[src/rtl/packer_if.sv]
// packer_if: narrow word stream in, wide packet beats out.
//
// Handshake: an input word moves on val && ready and an output beat moves on
// o_val && o_ready. The valid side never waits on the ready side, and a valid
// beat holds all of its fields stable until it transfers.
interface packer_if #(
    parameter int WORD_BYTES = 32,
    parameter int MAX_WORDS  = 5
);
    // Input word stream
    logic                               val;
    logic                               sop;
    logic                               eop;
    logic [7:0]                         vbc;
    logic [WORD_BYTES*8-1:0]            data;
    logic                               ready;

    // Output beat stream
    logic                               o_val;
    logic                               o_sop;
    logic                               o_eop;
    logic [7:0]                         o_vbc;
    logic [WORD_BYTES*MAX_WORDS*8-1:0]  o_data;
    logic                               o_ready;

    // Packer side
    modport slave (
        input  val, sop, eop, vbc, data, o_ready,
        output ready, o_val, o_sop, o_eop, o_vbc, o_data
    );

    // Environment side: word source and beat sink
    modport master (
        output val, sop, eop, vbc, data, o_ready,
        input  ready, o_val, o_sop, o_eop, o_vbc, o_data
    );
endinterface

[src/rtl/packer_fsm.sv]
// packer_fsm: accumulates up to MAX_WORDS narrow words into one wide beat.
// The newest word always enters slot 0 and older words shift upward, so the
// first word of an n-word beat sits in slot n-1.
// Optional feature macro: PACKER_ZERO_FILL_EN (accumulator cleared on every
// emitted beat, so unused upper slots read as zero).
module packer_fsm #(
    parameter int WORD_BYTES = 32,
    parameter int MAX_WORDS  = 5
) (
    input  logic       clk,
    input  logic       reset_L,
    packer_if.slave    bus,
    output logic       idle,
    output logic       err,
    output logic       fsm_state
);
    localparam int WW = WORD_BYTES * 8;
    localparam int BW = WORD_BYTES * MAX_WORDS * 8;
    localparam int CW = $clog2(MAX_WORDS + 1);

    typedef enum logic {
        IDLE = 1'b0,
        PKT  = 1'b1
    } state_t;

    state_t         state, state_n;
    logic [CW-1:0]  cnt, cnt_n;
    logic [7:0]     bytes, bytes_n;
    logic           first, first_n;
    logic [BW-1:0]  acc, acc_n;
    logic           err_n;

    logic           o_val_n, o_sop_n, o_eop_n;
    logic [7:0]     o_vbc_n;
    logic [BW-1:0]  o_data_n;

    // Starting point for the word being packed; differs from the live state
    // only when a sop restarts a packet.
    logic [CW-1:0]  cnt_base;
    logic [7:0]     bytes_base;
    logic           first_base;
    logic [BW-1:0]  acc_base;
    logic           accept;

    // Input is open whenever the output register is empty or draining now
    assign bus.ready = !bus.o_val || bus.o_ready;
    assign accept    = bus.val && bus.ready;

    assign idle      = (state == IDLE) && !bus.o_val && (cnt == '0);
    assign fsm_state = state;

    // Next-state, accumulator and output-register computation
    always_comb begin
        state_n    = state;
        cnt_n      = cnt;
        bytes_n    = bytes;
        first_n    = first;
        acc_n      = acc;
        err_n      = err;
        o_val_n    = bus.o_val && !bus.o_ready;
        o_sop_n    = bus.o_sop;
        o_eop_n    = bus.o_eop;
        o_vbc_n    = bus.o_vbc;
        o_data_n   = bus.o_data;
        cnt_base   = cnt;
        bytes_base = bytes;
        first_base = first;
        acc_base   = acc;

        if (accept) begin
            if (bus.vbc > 8'(WORD_BYTES)) begin
                // Oversized word cannot be framed; drop it
                err_n = 1'b1;
            end else if (bus.vbc == 8'd0) begin
                // Empty word: consumed silently
            end else if ((state == IDLE) && !bus.sop) begin
                // Stray word outside any packet; drop it
                err_n = 1'b1;
            end else begin
                if (bus.sop) begin
                    // A sop while a packet is open abandons the open packet
                    if (state == PKT) begin
                        err_n = 1'b1;
                    end
                    cnt_base   = '0;
                    bytes_base = 8'd0;
                    first_base = 1'b1;
`ifdef PACKER_ZERO_FILL_EN
                    acc_base   = '0;
`endif
                end

                // Short words are only legal at end of packet
                if (!bus.eop && (bus.vbc < 8'(WORD_BYTES))) begin
                    err_n = 1'b1;
                end

                acc_n   = (acc_base << WW) | BW'(bus.data);
                cnt_n   = cnt_base + CW'(1);
                bytes_n = bytes_base + bus.vbc;
                first_n = first_base;
                state_n = bus.eop ? IDLE : PKT;

                if (bus.eop || (cnt_n == CW'(MAX_WORDS))) begin
                    o_val_n  = 1'b1;
                    o_sop_n  = first_n;
                    o_eop_n  = bus.eop;
                    o_vbc_n  = bytes_n;
                    o_data_n = acc_n;
                    cnt_n    = '0;
                    bytes_n  = 8'd0;
                    first_n  = 1'b0;
`ifdef PACKER_ZERO_FILL_EN
                    acc_n    = '0;
`endif
                end
            end
        end
    end

    // State, accumulator and output registers
    always_ff @(posedge clk or negedge reset_L) begin
        if (!reset_L) begin
            state      <= IDLE;
            cnt        <= '0;
            bytes      <= 8'd0;
            first      <= 1'b0;
            acc        <= '0;
            err        <= 1'b0;
            bus.o_val  <= 1'b0;
            bus.o_sop  <= 1'b0;
            bus.o_eop  <= 1'b0;
            bus.o_vbc  <= 8'd0;
            bus.o_data <= '0;
        end else begin
            state      <= state_n;
            cnt        <= cnt_n;
            bytes      <= bytes_n;
            first      <= first_n;
            acc        <= acc_n;
            err        <= err_n;
            bus.o_val  <= o_val_n;
            bus.o_sop  <= o_sop_n;
            bus.o_eop  <= o_eop_n;
            bus.o_vbc  <= o_vbc_n;
            bus.o_data <= o_data_n;
        end
    end
endmodule

[src/flat_wrapper.sv]
// flat-port wrapper written by rule: the top's interface ports become plain ports
module packer_fsm_flat 
#(
    parameter int WORD_BYTES = 32,
    parameter int MAX_WORDS  = 5
)
  (clk, reset_L, idle, err, fsm_state, bus_val, bus_sop, bus_eop, bus_vbc, bus_data, bus_o_ready, bus_ready, bus_o_val, bus_o_sop, bus_o_eop, bus_o_vbc, bus_o_data);
  packer_if #(.WORD_BYTES(WORD_BYTES), .MAX_WORDS(MAX_WORDS)) bus_i ();
  input  logic clk;
  input  logic reset_L;
  output logic idle;
  output logic err;
  output logic fsm_state;
  input wire logic [$bits(bus_i.val)-1:0] bus_val;
  input wire logic [$bits(bus_i.sop)-1:0] bus_sop;
  input wire logic [$bits(bus_i.eop)-1:0] bus_eop;
  input wire logic [$bits(bus_i.vbc)-1:0] bus_vbc;
  input wire logic [$bits(bus_i.data)-1:0] bus_data;
  input wire logic [$bits(bus_i.o_ready)-1:0] bus_o_ready;
  output wire logic [$bits(bus_i.ready)-1:0] bus_ready;
  output wire logic [$bits(bus_i.o_val)-1:0] bus_o_val;
  output wire logic [$bits(bus_i.o_sop)-1:0] bus_o_sop;
  output wire logic [$bits(bus_i.o_eop)-1:0] bus_o_eop;
  output wire logic [$bits(bus_i.o_vbc)-1:0] bus_o_vbc;
  output wire logic [$bits(bus_i.o_data)-1:0] bus_o_data;
  assign bus_i.val = bus_val;
  assign bus_i.sop = bus_sop;
  assign bus_i.eop = bus_eop;
  assign bus_i.vbc = bus_vbc;
  assign bus_i.data = bus_data;
  assign bus_i.o_ready = bus_o_ready;
  assign bus_ready = bus_i.ready;
  assign bus_o_val = bus_i.o_val;
  assign bus_o_sop = bus_i.o_sop;
  assign bus_o_eop = bus_i.o_eop;
  assign bus_o_vbc = bus_i.o_vbc;
  assign bus_o_data = bus_i.o_data;
  packer_fsm #(.WORD_BYTES(WORD_BYTES), .MAX_WORDS(MAX_WORDS)) u_core (.clk(clk), .reset_L(reset_L), .bus(bus_i), .idle(idle), .err(err), .fsm_state(fsm_state));
endmodule
[config.mk]
export PLATFORM = sky130hd
export DESIGN_NAME = packer_fsm_flat
export DESIGN_NICKNAME = d
export VERILOG_FILES = /design/src/rtl/packer_if.sv /design/src/rtl/packer_fsm.sv /design/src/flat_wrapper.sv
export SDC_FILE = /design/constraint.sdc
export NUM_CORES = 2
export LEC_CHECK = 0
export ABC_AREA = 1
export BUFFER_PORTS_ARGS = -buffer_cell sky130_fd_sc_hd__buf_2
export CORE_AREA = 2 2 609 611
export CTS_CLUSTER_DIAMETER = 150
export CTS_CLUSTER_SIZE = 16
export DETAILED_ROUTE_END_ITERATION = 10
export DIE_AREA = 0 0 611 613
export PLACE_DENSITY = 0.44
export SYNTH_ARGS = -nofsm -noshare
export SYNTH_HDL_FRONTEND = slang
export SYNTH_SLANG_ARGS = --single-unit
[constraint.sdc]
create_clock -name clk -period 2.4 [get_ports clk]
set_input_delay 0.6 -clock clk [delete_from_list [all_inputs] [get_ports clk]]
set_output_delay 0.6 -clock clk [all_outputs]
set_load 0.02 [all_outputs]
After elaboration in Yosys (flattened, before gate mapping)

Index checks and enable logic that the tools add are counted.

Eq/ne operators: 2
Reductions and logical operators: 19
Mux-type cells: 26
$add $sub $neg: 2
Bitwise gates (word level): 5
Order comparisons: 2

Operators with widths:

| operator                                                       | number |
|---|---|
| bitwise OR 1280 x 256 -> 1280 bit                              | 1 |
| 2-to-1 mux 8 bit                                               | 6 |
| 2-to-1 mux 3 bit                                               | 6 |
| 2-to-1 mux 1 bit                                               | 14 |
| adder 8 bit                                                    | 1 |
| greater-than comparator 8 x 6 -> 1 bit (second input constant) | 1 |
| logical NOT 8 bit                                              | 1 |
| less-than comparator 8 x 6 -> 1 bit (second input constant)    | 1 |
| AND reduction 4 bit                                            | 2 |
| nonzero test 4 bit                                             | 2 |
| logical AND 1 bit                                              | 6 |
| AND reduction 5 bit                                            | 1 |
| logical NOT 1 bit                                              | 4 |
| NOT 1 bit                                                      | 4 |
| adder 3 x 1 -> 3 bit (second input constant)                   | 1 |
| == test 3 bit (second input constant)                          | 1 |
| logical NOT 3 bit                                              | 1 |
| logical OR 1 bit                                               | 2 |
| inequality test 2 x 1 -> 1 bit (second input constant)         | 1 |

Flip-flop bits (word level): 2329
Logic and storage cells: 67

Longest topological paths before layout

Word-level depth: 14
Depth in mapped cells: 13
Depth with buffers taken out: 11

Worst setup path after synthesis

Ideal clock, no wire load.

Path kind: input -> register
From: in bus_sop
To: reg u_core.bus.o_data[1253]
Path buffers: 4
Stages: 11
Library setup time: 0.067 ns
Arrival: 2.203 ns
Setup slack: 0.130 ns
Cell sequence: clkbuf_1 > nor2_1 > ha_1 > nand3_1 > nand3_1 > nand2_1 > buf_4 > buf_2 > clkbuf_1 > nand4_1 > nand2_1

Word-level cells in the longest chain between the ends: 9
Elaborated cells on any way between the ends: 12
Classes of those cells: add/sub (1); eq/ne (1); mux (5); bitwise (1); reduce/logical (4)

RTL lines:

| element                                  | RTL line           | text |
|---|---|---|
| start, declared                          | flat_wrapper.sv:15 | `input wire logic [$bits(bus_i.sop)-1:0] bus_sop;` |
| 2-to-1 mux 3 bit                         | packer_fsm.sv:80   | `if (bus.sop) begin` |
| 2-to-1 mux 3 bit                         | packer_fsm.sv:76   | `end else if ((state == IDLE) && !bus.sop) begin` |
| 2-to-1 mux 3 bit                         | packer_fsm.sv:74   | `end else if (bus.vbc == 8'd0) begin` |
| 2-to-1 mux 3 bit                         | packer_fsm.sv:71   | `if (bus.vbc > 8'(WORD_BYTES)) begin` |
| 2-to-1 mux 3 bit                         | packer_fsm.sv:70   | `if (accept) begin` |
| adder 3 x 1 -> 3 bit                     | packer_fsm.sv:99   | `cnt_n = cnt_base + CW'(1);` |
| == test 3 bit                            | packer_fsm.sv:104  | `if (bus.eop \|\| (cnt_n == CW'(MAX_WORDS))) begin` |
| logical OR 1 bit                         | packer_fsm.sv:104  |  |
| AND reduction 5 bit (no source line) (*) | -                  |  |
| end signal, assigned                     | packer_fsm.sv:146  | `bus.o_data <= o_data_n;` |
| end, declared                            | packer_if.sv:29    | `output ready, o_val, o_sop, o_eop, o_vbc, o_data` |

Mark *: on every way between the ends. The rest lies on a longest branch, timed or not. The select of a mux whose other input is x is not followed.
A chain may end at the register's enable or synchronous reset.

Final worst setup path

From: reg u_core.state, in the netlist u_core.fsm_state
To: out idle

Word-level cells in the longest chain between the ends: 3

RTL lines:

| element                        | RTL line           | text |
|---|---|---|
| start, declared                | packer_fsm.sv:26   | `state_t state, state_n;` |
| start signal, assigned         | packer_fsm.sv:136  | `state <= state_n;` |
| NOT 1 bit                      | packer_fsm.sv:49   | `assign idle = (state == IDLE) && !bus.o_val && (cnt == '0);` |
| logical AND 1 bit (2 in a row) | packer_fsm.sv:49   |  |
| end, declared                  | flat_wrapper.sv:11 | `output logic idle;` |

No other way between the ends.

==> impl_metrics.env <==
export IMPL_leakage_uw=0.0672
export IMPL_pwr_share_comb_pct=20.9
export IMPL_fp_dieH_microns=613
export IMPL_synth_seq_area_share_pct=63.3
export IMPL_worst_ep_required_time_ps=1800
export IMPL_synth_nets=10522
export IMPL_drt_total_wl_microns=431000
export IMPL_drc=0
export IMPL_drtPass1Iterations=5
export IMPL_root_buffer="clkbuf_16"
export IMPL_hold_class="in -> reg"
export IMPL_die_w_microns=611
export IMPL_drt_initial_drc_count=7736
export IMPL_failed_checks="setup timing"
export IMPL_clk_pin_slew_ps=80
export IMPL_setup_violations=1
export IMPL_timing_critical_path_to_type="output pin"
export IMPL_power_density_nw_per_um2=886
export IMPL_wl_per_cell_microns=25.3
export IMPL_cp_data_arrival_time_ps=2120
export IMPL_io_pins=1565
export IMPL_cts_buffers=170
export IMPL_finalCriticalPeriod_ps=2720
export IMPL_grt_pass1_wl_microns=589000
export IMPL_cts_tree="done"
export IMPL_rsz0062_at_grt="true"
export IMPL_numPortBuffers=1564
export IMPL_worst_slew_pin_slew_ps=715
export IMPL_final_period_utilization_pct=113
export IMPL_startpoint_type="flip-flop"
export IMPL_ant_nets=0
export IMPL_netlist_instances=10242
export IMPL_timing_critical_path_from="u_core.fsm_state"
export IMPL_seqPwrFrac_pct=52.5
export IMPL_holdPathStages=3
export IMPL_synthTopCellsByArea="dfrtp_1, nand2_1, nand4_1"
export IMPL_final_hold_viol_count=0
export IMPL_core_area_sq_um=368000
export IMPL_power_internal_uw=67200
export IMPL_r2r_end="u_core.bus.o_data[99]"
export IMPL_layout_setup_ws_ps=-323
export IMPL_dieArea_sq_um=375000
export IMPL_synth_top_area_share_pct=63.3
export IMPL_r2r_start="u_core.cnt[1]"
export IMPL_maxSlewHeadroom_pct=52.3
export IMPL_synth_top_cell_by_area="dfrtp_1"
export IMPL_switching_share_pct=36.4
export IMPL_max_freq_ghz=0.367
export IMPL_critPathMaxFanout=3
export IMPL_cts_buffer_depth=4
export IMPL_dp_slack_ps=-445
export IMPL_hpwl_microns=314000
export IMPL_irDropWorstVdd_v=0.000538
export IMPL_syn_area_sq_um=92100
export IMPL_drive_above_1_share_pct=20.7
export IMPL_grt_max_degree=136
export IMPL_switchingPower_uw=38400
export IMPL_cap_violations=0
export IMPL_overflow=0
export IMPL_htreeDepth=4
export IMPL_status="finished, violations left"
export IMPL_pwr_share_clk_pct=26.6
export IMPL_layout_area_overhead_vs_synth_pct=29.4
export IMPL_fin_setup_tns_ps=-323
export IMPL_yosys_warnings=0
export IMPL_ys_ff_latch=2329
export IMPL_rows=223
export IMPL_vias=80577
export IMPL_slew_violations=0
export IMPL_grt_pass1_vias=76840
export IMPL_clk_latency_ps=920
export IMPL_clock_sinks=2329
export IMPL_r2r_slack_ps=50
export IMPL_globalplace_congestion=0.882
export IMPL_antenna_found_initial=45
export IMPL_synth_cell_types=24
export IMPL_r2r_cells=16
export IMPL_avgSynthCellArea_sq_um=8.99
export IMPL_grt_total_usage_pct=21.4
export IMPL_initial_core_util_pct=25.0
export IMPL_power_uw=106000
export IMPL_endpoint="idle"
export IMPL_finClkSkew_ps=62.3
export IMPL_crit_type="reg -> out"
export IMPL_nets=12431
export IMPL_detail_route_vias_per_cell=4.73
[state kept, by name, indices dropped and copies added, names as in the netlist]
name               flops
u_core.bus.o_data   1280
u_core.fsm_state       1
u_core.first           1
u_core.bus.o_val       1
u_core.acc          1024
u_core.bus.o_vbc       8
u_core.bytes           8
u_core.bus.o_eop       1
u_core.bus.o_sop       1
u_core.cnt             3
u_core.err             1
[cells in the mapped netlist]
library cell and count:
nand4_1 1290, a21oi_1 2, buf_4 9, nand3b_1 2, fa_1 1, o21ai_1 1
or2_2 2, clkbuf_1 244, a21o_1 1, nor2_4 1, buf_2 522, nand3_1 12
nor4_1 1, inv_4 1, inv_1 31, buf_1 21, buf_6 4, o21ai_0 3
nor2_2 4, nand2_1 5733, nor2_1 18, ha_1 9, xor2_1 1, dfrtp_1 2329
[per-stage QoR]
stage          std cells  util [%]  hold slack (ps)  area [sq um]
2_1_floorplan      10242         -              304         92100
3_3_place_gp       16463      29.8              448        110000
3_5_place_dp       16463      29.8              453        110000
4_1_cts            16905      31.8             3.67        117000
5_1_grt            17011      32.4             31.6        119000
6_report           17020      32.4             83.1        119000
[worst min-delay path by stage]
stage / startpoint / to / slack (ps)
after CTS: bus_data[21] / u_core.acc[21] / 4
after global placement: u_core.bus.o_data[1015] / u_core.bus.o_data[1015] / 450
after floorplan: reset_L / u_core.acc[0] / 300
after global routing: bus_data[21] / u_core.acc[21] / 30
final: bus_data[21] / u_core.bus.o_data[21] / 80
after detailed placement: u_core.bus.o_data[468] / u_core.bus.o_data[468] / 450
[critical path: stages (launching register included)]
cell     delay (ps)
dfrtp_1         400
buf_6           130
nor4_4          330
buf_4           190
buf_12          150
[logic make-up after synthesis]
kind of cell             after synthesis  synth area share (%)
XOR/XNOR                               1               0.00951
flip-flops                          2329                  63.3
adder cells (fa/ha/maj)               10                 0.144
AND/OR/NAND/NOR                     7063                  32.3
AO/OA/AOI/OAI                          7                0.0408
buffers and inverters                832                  4.17
[cells in the final DEF (no fill, tap or decap), drive strengths merged]
cell type / instances
nor2: 23
dfrtp: 2329
nor4: 1
buf: 2233
clkinv: 11
xor2: 1
dlygate4sd3: 249
fa: 1
diode: 16
clkbuf: 227
inv: 37
nand2: 5733
o21ai: 4
nand3: 12
ha: 9
a21o: 1
or2: 2
nand3b: 2
a21oi: 2
nand4: 1290
[timing repair]
action,CTS,global route
hold buffers,249,0
pin swaps,6,19
endpoints found under the hold margin,781,0
resized for setup,21,125
setup endpoints to repair,120,1226
gates cloned,2,64
setup buffers,3,35
[power groups by stage]
stage,clock network (uW),logic [uW],registers (uW)
3_5_place_dp,0,21400,55900
3_3_place_gp,0,21200,56000
2_1_floorplan,0,7440,56300
5_1_grt,30200,24200,56200
4_1_cts,29000,21900,55200
6_report,28100,22100,55500
[final cells by class]
| cell class | instances | area [sq um] |
|---|---|---|
| Fill cell | 38846 | 249000 |
| Clock buffer | 172 | 4300 |
| Antenna cell | 16 | 40.0 |
| Sequential cell | 2329 | 58300 |
| Clock inverter | 16 | 285 |
| Tap cell | 4837 | 6050 |
| Multi-Input combinational cell | 7081 | 30100 |
| Inverter | 32 | 136 |
| Timing Repair Buffer | 2537 | 20000 |
[layer usage]
layer,track usage [%],vias up,share of wire (%)
li1,-,36918,-
met1,30.4,40491,45
met2,32.5,2560,45
met3,3.47,596,5.8
met4,8.37,12,4.5
met5,0,-,0.020
Power figures use the tool's default switching activity.
